## src/rtl/ins_queue_parser.sv

```systemverilog
// ---------------------------------------------------------------------------
// ins_queue_parser
//   Decode-stage front end. A DEPTH-entry FIFO of {inst, pc4} pairs decouples
//   fetch from decode. A registered output stage presents the parsed fields of
//   the head instruction, with a precomputed jump target, branch offset and
//   branch target. Flush empties the stage; out_ready=0 stalls it.
//
// Ports
//   clk, rst             clock, synchronous active-high reset
//   in_valid/in_ready    fetch handshake (in_ready = FIFO not full)
//   in_inst, in_pc4      fetched instruction word and its PC+4
//   flush                discard every buffered and presented instruction
//   out_ready            decode consumes the presented instruction
//   out_valid            output fields hold a valid instruction
//   op..imm, sa_imm      instruction fields of the presented instruction
//   dpc4, jpc, boff,     PC+4, jump target, branch offset and branch target
//   btarget                of the presented instruction
//   count                FIFO occupancy, excluding the output register
// ---------------------------------------------------------------------------
module ins_queue_parser #(
  parameter int DEPTH         = 4,
  parameter bit SIGN_EXT_BOFF = 1'b1,
  parameter int CNT_W         = $clog2(DEPTH + 1)
) (
  input  logic              clk,
  input  logic              rst,
  input  logic              in_valid,
  output logic              in_ready,
  input  logic [31:0]       in_inst,
  input  logic [31:0]       in_pc4,
  input  logic              flush,
  input  logic              out_ready,
  output logic              out_valid,
  output logic [5:0]        op,
  output logic [5:0]        func,
  output logic [4:0]        rs,
  output logic [4:0]        rt,
  output logic [4:0]        rd,
  output logic [4:0]        sa,
  output logic [15:0]       imm,
  output logic              sa_imm,
  output logic [31:0]       dpc4,
  output logic [31:0]       jpc,
  output logic [31:0]       boff,
  output logic [31:0]       btarget,
  output logic [CNT_W-1:0]  count
);

  localparam int AW = (DEPTH > 1) ? $clog2(DEPTH) : 1;

  // Branch offset: word offset scaled to bytes, sign- or zero-extended.
  function automatic logic [31:0] f_boff(input logic [15:0] imm16);
    logic signed [31:0] s_ext;
    s_ext = {{14{imm16[15]}}, imm16, 2'b00};
    if (SIGN_EXT_BOFF)
      return s_ext;
    else
      return {14'b0, imm16, 2'b00};
  endfunction

  // Jump target: region bits of PC+4 with the 26-bit word index.
  function automatic logic [31:0] f_jpc(input logic [31:0] pc4, input logic [31:0] inst);
    return {pc4[31:28], inst[25:0], 2'b00};
  endfunction

  logic [31:0]      r_inst_mem [DEPTH];
  logic [31:0]      r_pc4_mem  [DEPTH];
  logic [AW-1:0]    r_wptr;
  logic [AW-1:0]    r_rptr;
  logic [CNT_W-1:0] r_count;

  logic             r_out_valid;
  logic [31:0]      r_inst;
  logic [31:0]      r_pc4;
  logic [31:0]      r_jpc;
  logic [31:0]      r_boff;
  logic [31:0]      r_btarget;
  logic             r_sa_imm;

  logic             w_full;
  logic             w_empty;
  logic             w_push;
  logic             w_load;
  logic [31:0]      w_head_inst;
  logic [31:0]      w_head_pc4;
  logic [31:0]      w_head_boff;

  assign w_full      = (r_count == CNT_W'(DEPTH));
  assign w_empty     = (r_count == '0);
  assign in_ready    = !w_full;
  // in_ready is low when full, so a pop from full never admits a push that cycle.
  assign w_push      = in_valid && !w_full && !flush;
  assign w_load      = (!r_out_valid || out_ready) && !w_empty && !flush;
  assign w_head_inst = r_inst_mem[r_rptr];
  assign w_head_pc4  = r_pc4_mem[r_rptr];
  assign w_head_boff = f_boff(w_head_inst[15:0]);

  // FIFO storage: data only, contents are meaningless once pointers reset.
  always_ff @(posedge clk) begin
    if (w_push) begin
      r_inst_mem[r_wptr] <= in_inst;
      r_pc4_mem[r_wptr]  <= in_pc4;
    end
  end

  // FIFO control and registered output stage.
  always_ff @(posedge clk) begin
    if (rst) begin
      r_wptr      <= '0;
      r_rptr      <= '0;
      r_count     <= '0;
      r_out_valid <= 1'b0;
      r_inst      <= '0;
      r_pc4       <= '0;
      r_jpc       <= '0;
      r_boff      <= '0;
      r_btarget   <= '0;
      r_sa_imm    <= 1'b0;
    end else if (flush) begin
      // Field outputs deliberately hold; only validity and occupancy clear.
      r_wptr      <= '0;
      r_rptr      <= '0;
      r_count     <= '0;
      r_out_valid <= 1'b0;
    end else begin
      if (w_push)
        r_wptr <= r_wptr + 1'b1;
      if (w_load)
        r_rptr <= r_rptr + 1'b1;

      case ({w_push, w_load})
        2'b10:   r_count <= r_count + 1'b1;
        2'b01:   r_count <= r_count - 1'b1;
        default: r_count <= r_count;
      endcase

      if (w_load) begin
        r_out_valid <= 1'b1;
        r_inst      <= w_head_inst;
        r_pc4       <= w_head_pc4;
        r_jpc       <= f_jpc(w_head_pc4, w_head_inst);
        r_boff      <= w_head_boff;
        r_btarget   <= w_head_pc4 + w_head_boff;
        r_sa_imm    <= (w_head_inst[31:26] == 6'b000000);
      end else if (r_out_valid && out_ready) begin
        r_out_valid <= 1'b0;
      end
    end
  end

  // All fields are slices of one registered word, so they always change together.
  assign out_valid = r_out_valid;
  assign op        = r_inst[31:26];
  assign rs        = r_inst[25:21];
  assign rt        = r_inst[20:16];
  assign rd        = r_inst[15:11];
  assign sa        = r_inst[10:6];
  assign func      = r_inst[5:0];
  assign imm       = r_inst[15:0];
  assign sa_imm    = r_sa_imm;
  assign dpc4      = r_pc4;
  assign jpc       = r_jpc;
  assign boff      = r_boff;
  assign btarget   = r_btarget;
  assign count     = r_count;

endmodule
```

## config.mk

```make
export PLATFORM = sky130hd
export DESIGN_NAME = ins_queue_parser
export DESIGN_NICKNAME = d
export VERILOG_FILES = /design/src/rtl/ins_queue_parser.sv
export SDC_FILE = /design/constraint.sdc
export NUM_CORES = 1
export LEC_CHECK = 0
export CORE_ASPECT_RATIO = 0.7
export CORE_MARGIN = 3
export CORE_UTILIZATION = 48
export DETAILED_ROUTE_END_ITERATION = 10
export GPL_ROUTABILITY_DRIVEN = 0
export GPL_TIMING_DRIVEN = 0
export PLACE_DENSITY = 0.76
export SKIP_CTS_REPAIR_TIMING = 1
export SLEW_MARGIN = 20
export SYNTH_ARGS = -nofsm -noshare
export SYNTH_HDL_FRONTEND = slang
export SYNTH_SLANG_ARGS = --single-unit
```

## constraint.sdc

```tcl
create_clock -name clk -period 3.55 [get_ports clk]
set_clock_uncertainty 0.05 [all_clocks]
set_input_delay 0.8875 -clock clk [delete_from_list [all_inputs] [get_ports clk]]
set_output_delay 0.8875 -clock clk [all_outputs]
set_load 0.01 [all_outputs]
```

==> summary.md <==
| Metric | Value |
|---|---|
| Pleak | just under 7 nW |
| Slew @ Worst Pin | 0.831 ns |
| Switching power | 2.04 mW |
| Cells after DPL | between 1.5k and 2k |
| Ports | 251 |
| Largest delay contributor family on the critical path | compound AO/OA/AOI/OAI gates |
| Final instance area | 19,900 um^2 |
| Slew Viols, Final | 0 |
| Fin. Hold Viols | 0 |
| Register area share after synthesis | 0.642 |
| Critical Path Start Type | flop |
| Post-DP Area | 18,300 um^2 |
| Type of the worst setup path | reg2reg |
| Total CTS buffers | 35 |
| TritonRoute pass-1 iters | 6 |
| Clock tree root driver cell | clkbuf_16 |
| Detail Route Antenna Nets | 0 |
| Final Net Count | about 1.5k |
| Layout area overhead | 30.4% |
| Starting DRT DRC Count | 990 |
| Post-synthesis mux area share | 0.0953 |
| Vias in the first global route | 10.0k |
| Period utilization | 1.03 |
| Yosys reg bits | about 360 |
| DRC Markers | 0 |
| Worst hold-check path type | reg2reg |
| Sequential fraction of design power | 0.501 |
| Clk_lat worst skew | approximately 0.52 ns |
| WL final | about 39,000 um |
| Max_cap viols | 0 |
| PortBufs | 245 |
| Initial core utilization | 0.498 |
| Antenna violations before repair | 4 |
| Synth Area in Simple Gates | 0.0837 |
| Syn Inst Count | 1,128 |
| Critical path fanouts, max | 7 |
| Top FF cell, synth | edfxtp_1 |
| Critical path depth | 14 |
| Setup violations, final | 2 |
| CTS sink count | 361 |
| Internal Power | just over 7 mW |
| Synth unique cells | 53 |
| Compound-Gate Fraction of Synth Area | 0.0778 |
| Crit-path cells | buf_12 -> buf_12 -> buf_12 -> mux4_2 -> ha_4 -> inv_2 -> fa_2 -> nor2b_1 -> o31a_1 -> o31a_1 -> a211o_4 -> a31oi_4 -> nor4b_2 -> o41ai_2 |
| Final WS setup | -0.120 ns |
| Min-delay src | btarget[7] |
| Die area | between 30,000 and 40,000 um^2 |
| CP bufs+invs | 4 |
| Layout Utilization | 0.649 |
| Peak supply drop | ~460 uV |
| Number of flops mapped to enable cells by yosys | around 260 |
| Non-Filler Instances | 1,868 |
| Clock-pin slew on the worst setup and hold paths | 0.06 ns |
| First-pass GRT wire length | 59,300 um |
| Clk network pwr share | 0.402 |
| Die height | 155 um |
| WHS Path Cells | 2 |
| ANT cells | 0 |
| Post-layout total power | 9.26 mW |
| Max_slew headroom | 0.446 |
| Post-synthesis adder-cell area fraction | 0.0305 |
| Post-DP HPWL | between 20,000 and 30,000 um |
| Chip Width | 219 um |
| PwrDens | 466 nW/um^2 |
| Per-cell routed wire length | 21.0 um |
| Fmax | 0.272 GHz |
| XOR/XNOR Fraction of Synth Area | 0.0109 |
| Share of cells above drive strength 1 | 0.188 |
| Vias/cell | 5.48 |
| Cell area after synthesis | 15,200 um^2 |
| Worst endpoint data arrival time | 4.04 ns |
| Async SR Flop Fraction | 0 |
| Gate power share | 0.097 |
| Site Rows | 53 |
| GR Overflow Total | 0 |
| Worst Hold Slack | 0.406 ns |
| Core area | 30,600 um^2 |
| Unrepaired setup endpoints after global routing | true |
| Critical Path RT | roughly 3.9 ns |
| Vias post-DR | 10.2k |
| Status | complete, but fails checks |
| Worst Reg-to-Reg Cells | 14 |
| Avg Cell Area, Syn | between 10 and 15 um^2 |
| Sw Ratio | 0.221 |
| All-layer global routing usage | 0.230 |
| CTS tree | yes |
| Largest net degree at the start of global routing | 41 |
| Final min period | 3.67 ns |
| Worst path max stage delay | roughly 0.58 ns |
| Longest Clk Path Bufs | 3 |
| Failing checks | setup timing |
| Main combinational cell family by area after synthesis | multiplexers |
| CTS H-tree lvls | 2 |
| Crit-path slowest cell | mux4_2 |
| Flop-to-flop setup slack | -0.12 ns |
| Reg-to-Reg End | btarget[30] |
| Number of synthesis warnings | 0 |
| Most used cell, CP | buf_12 |
| Critical Path End Type | flop |
| Hold Crit Endpoint | btarget[7] |
==> how the worst max path moves through the flow <==
stage | startpoint | slack, ns | endpoint
final | flop | -0.12 | btarget[30]
after global routing | flop | -0.20 | btarget[30]
after CTS | flop | -0.89 | btarget[30]
after detailed placement | flush | -0.98 | count[2]
after global placement | in_valid | -1.37 | r_inst_mem[0][25]
after floorplan | flop | 0.03 | btarget[30]
==> synthesized netlist by cell type (6+ instances only) <==
| master | instances | area (um^2) |
|---|---|---|
| dfxtp_1 | 105 | 2100 |
| mux4_2 | 64 | 1440 |
| a21oi_1 | 105 | 526 |
| nor3_1 | 8 | 40.0 |
| a211oi_1 | 7 | 52.6 |
| ha_1 | 34 | 425 |
| nand3_1 | 17 | 85.1 |
| inv_1 | 16 | 60.1 |
| clkbuf_1 | 50 | 188 |
| buf_2 | 8 | 40.0 |
| buf_4 | 82 | 616 |
| xor2_1 | 10 | 87.6 |
| a21o_1 | 13 | 97.6 |
| xnor2_1 | 9 | 78.8 |
| a31oi_1 | 6 | 37.5 |
| and2_1 | 8 | 50.1 |
| o21ai_1 | 7 | 35.0 |
| nor2_1 | 45 | 169 |
| edfxtp_1 | 256 | 7690 |
| o21ai_0 | 19 | 95.1 |
| o21a_1 | 8 | 60.1 |
| nand2_1 | 173 | 649 |
| nand4_1 | 12 | 75.1 |
==> logic make-up (layout without fill, tap and decap cells) <==
group                      count (synthesis)  in the layout
DFF                                      361            361
and+or+nand+nor                          293            293
AOI/OAI and AO/OA                        196            196
buffers and inverters                    157            482
muxes                                     65             65
adders and majority gates                 36             36
xor gates and xnor gates                  19             19
other                                      1              4
==> routing by layer <==
metal	vias to the layer above	share of wire	wire length [um]	GRT usage
li1	4712	-	-	-
met1	5000	0.42	16600	0.328
met2	461	0.46	17900	0.356
met3	55	0.10	4060	0.0588
met4	8	0.017	679	0.0558
met5	-	0.0012	48	0
==> stage by stage <==
stage	TNS (ns)	worst slack (ns)
floorplan	0	0.0254
global placement	-359.35	-1.37
detailed placement	-15.24	-0.979
CTS	-15.03	-0.885
global route	-0.705	-0.203
finish	-0.176	-0.120
==> final cells by class <==
type / instances / area [um^2]
buffer: 130 / 903
multi-input combinational: 613 / 4700
clock buffer: 55 / 1060
fill: 2285 / 10800
timing repair buffer: 272 / 2750
tap: 412 / 515
sequential: 361 / 9790
clock inverter: 8 / 91.3
inverter: 17 / 63.8
==> worst min-delay path: stages (launching register included) <==
cell and delay [ns]:
dfxtp_1 0.31, nand2_1 0.05, a21oi_1 0.05
==> cells in the final DEF, fill, tap and decap left out, types with 5 or more instances in the layout <==
| cell type | instances |
|---|---|
| buf_4 | 104 |
| buf_12 | 7 |
| o21a_1 | 8 |
| a211oi_1 | 5 |
| inv_1 | 15 |
| clkbuf_16 | 38 |
| a31oi_1 | 5 |
| clkbuf_8 | 7 |
| nand2_1 | 173 |
| or4_1 | 5 |
| a21o_1 | 13 |
| nor2_1 | 44 |
| nand4_1 | 12 |
| ha_1 | 28 |
| edfxtp_1 | 256 |
| nor2b_1 | 5 |
| nor3_1 | 8 |
| nand3_1 | 17 |
| or3_1 | 5 |
| mux4_2 | 64 |
| a21oi_1 | 101 |
| clkdlybuf4s50_1 | 245 |
| dfxtp_1 | 104 |
| o31a_1 | 5 |
| o21ai_0 | 18 |
| clkbuf_1 | 45 |
| xor2_1 | 9 |
| xnor2_1 | 8 |
| o21ai_1 | 7 |
==> power by group through the flow <==
stage	Sequential (mW)	Combinational (mW)	Clock, mW
3_5_place_dp	4.73	0.838	0
2_1_floorplan	4.73	0.455	0
6_report	4.64	0.895	3.73
3_3_place_gp	4.73	0.815	0
4_1_cts	4.64	0.844	3.78
5_1_grt	4.64	0.967	3.96
==> flip-flops by register name, indices dropped and copies added, names as in the netlist, named ones only <==
name and count:
r_inst_mem 128, r_pc4_mem 128, dpc4 32, r_inst 32, btarget 30, count 3
r_rptr 2, r_wptr 2, out_valid 1, sa_imm 1
(Power assumes the default switching activity.)
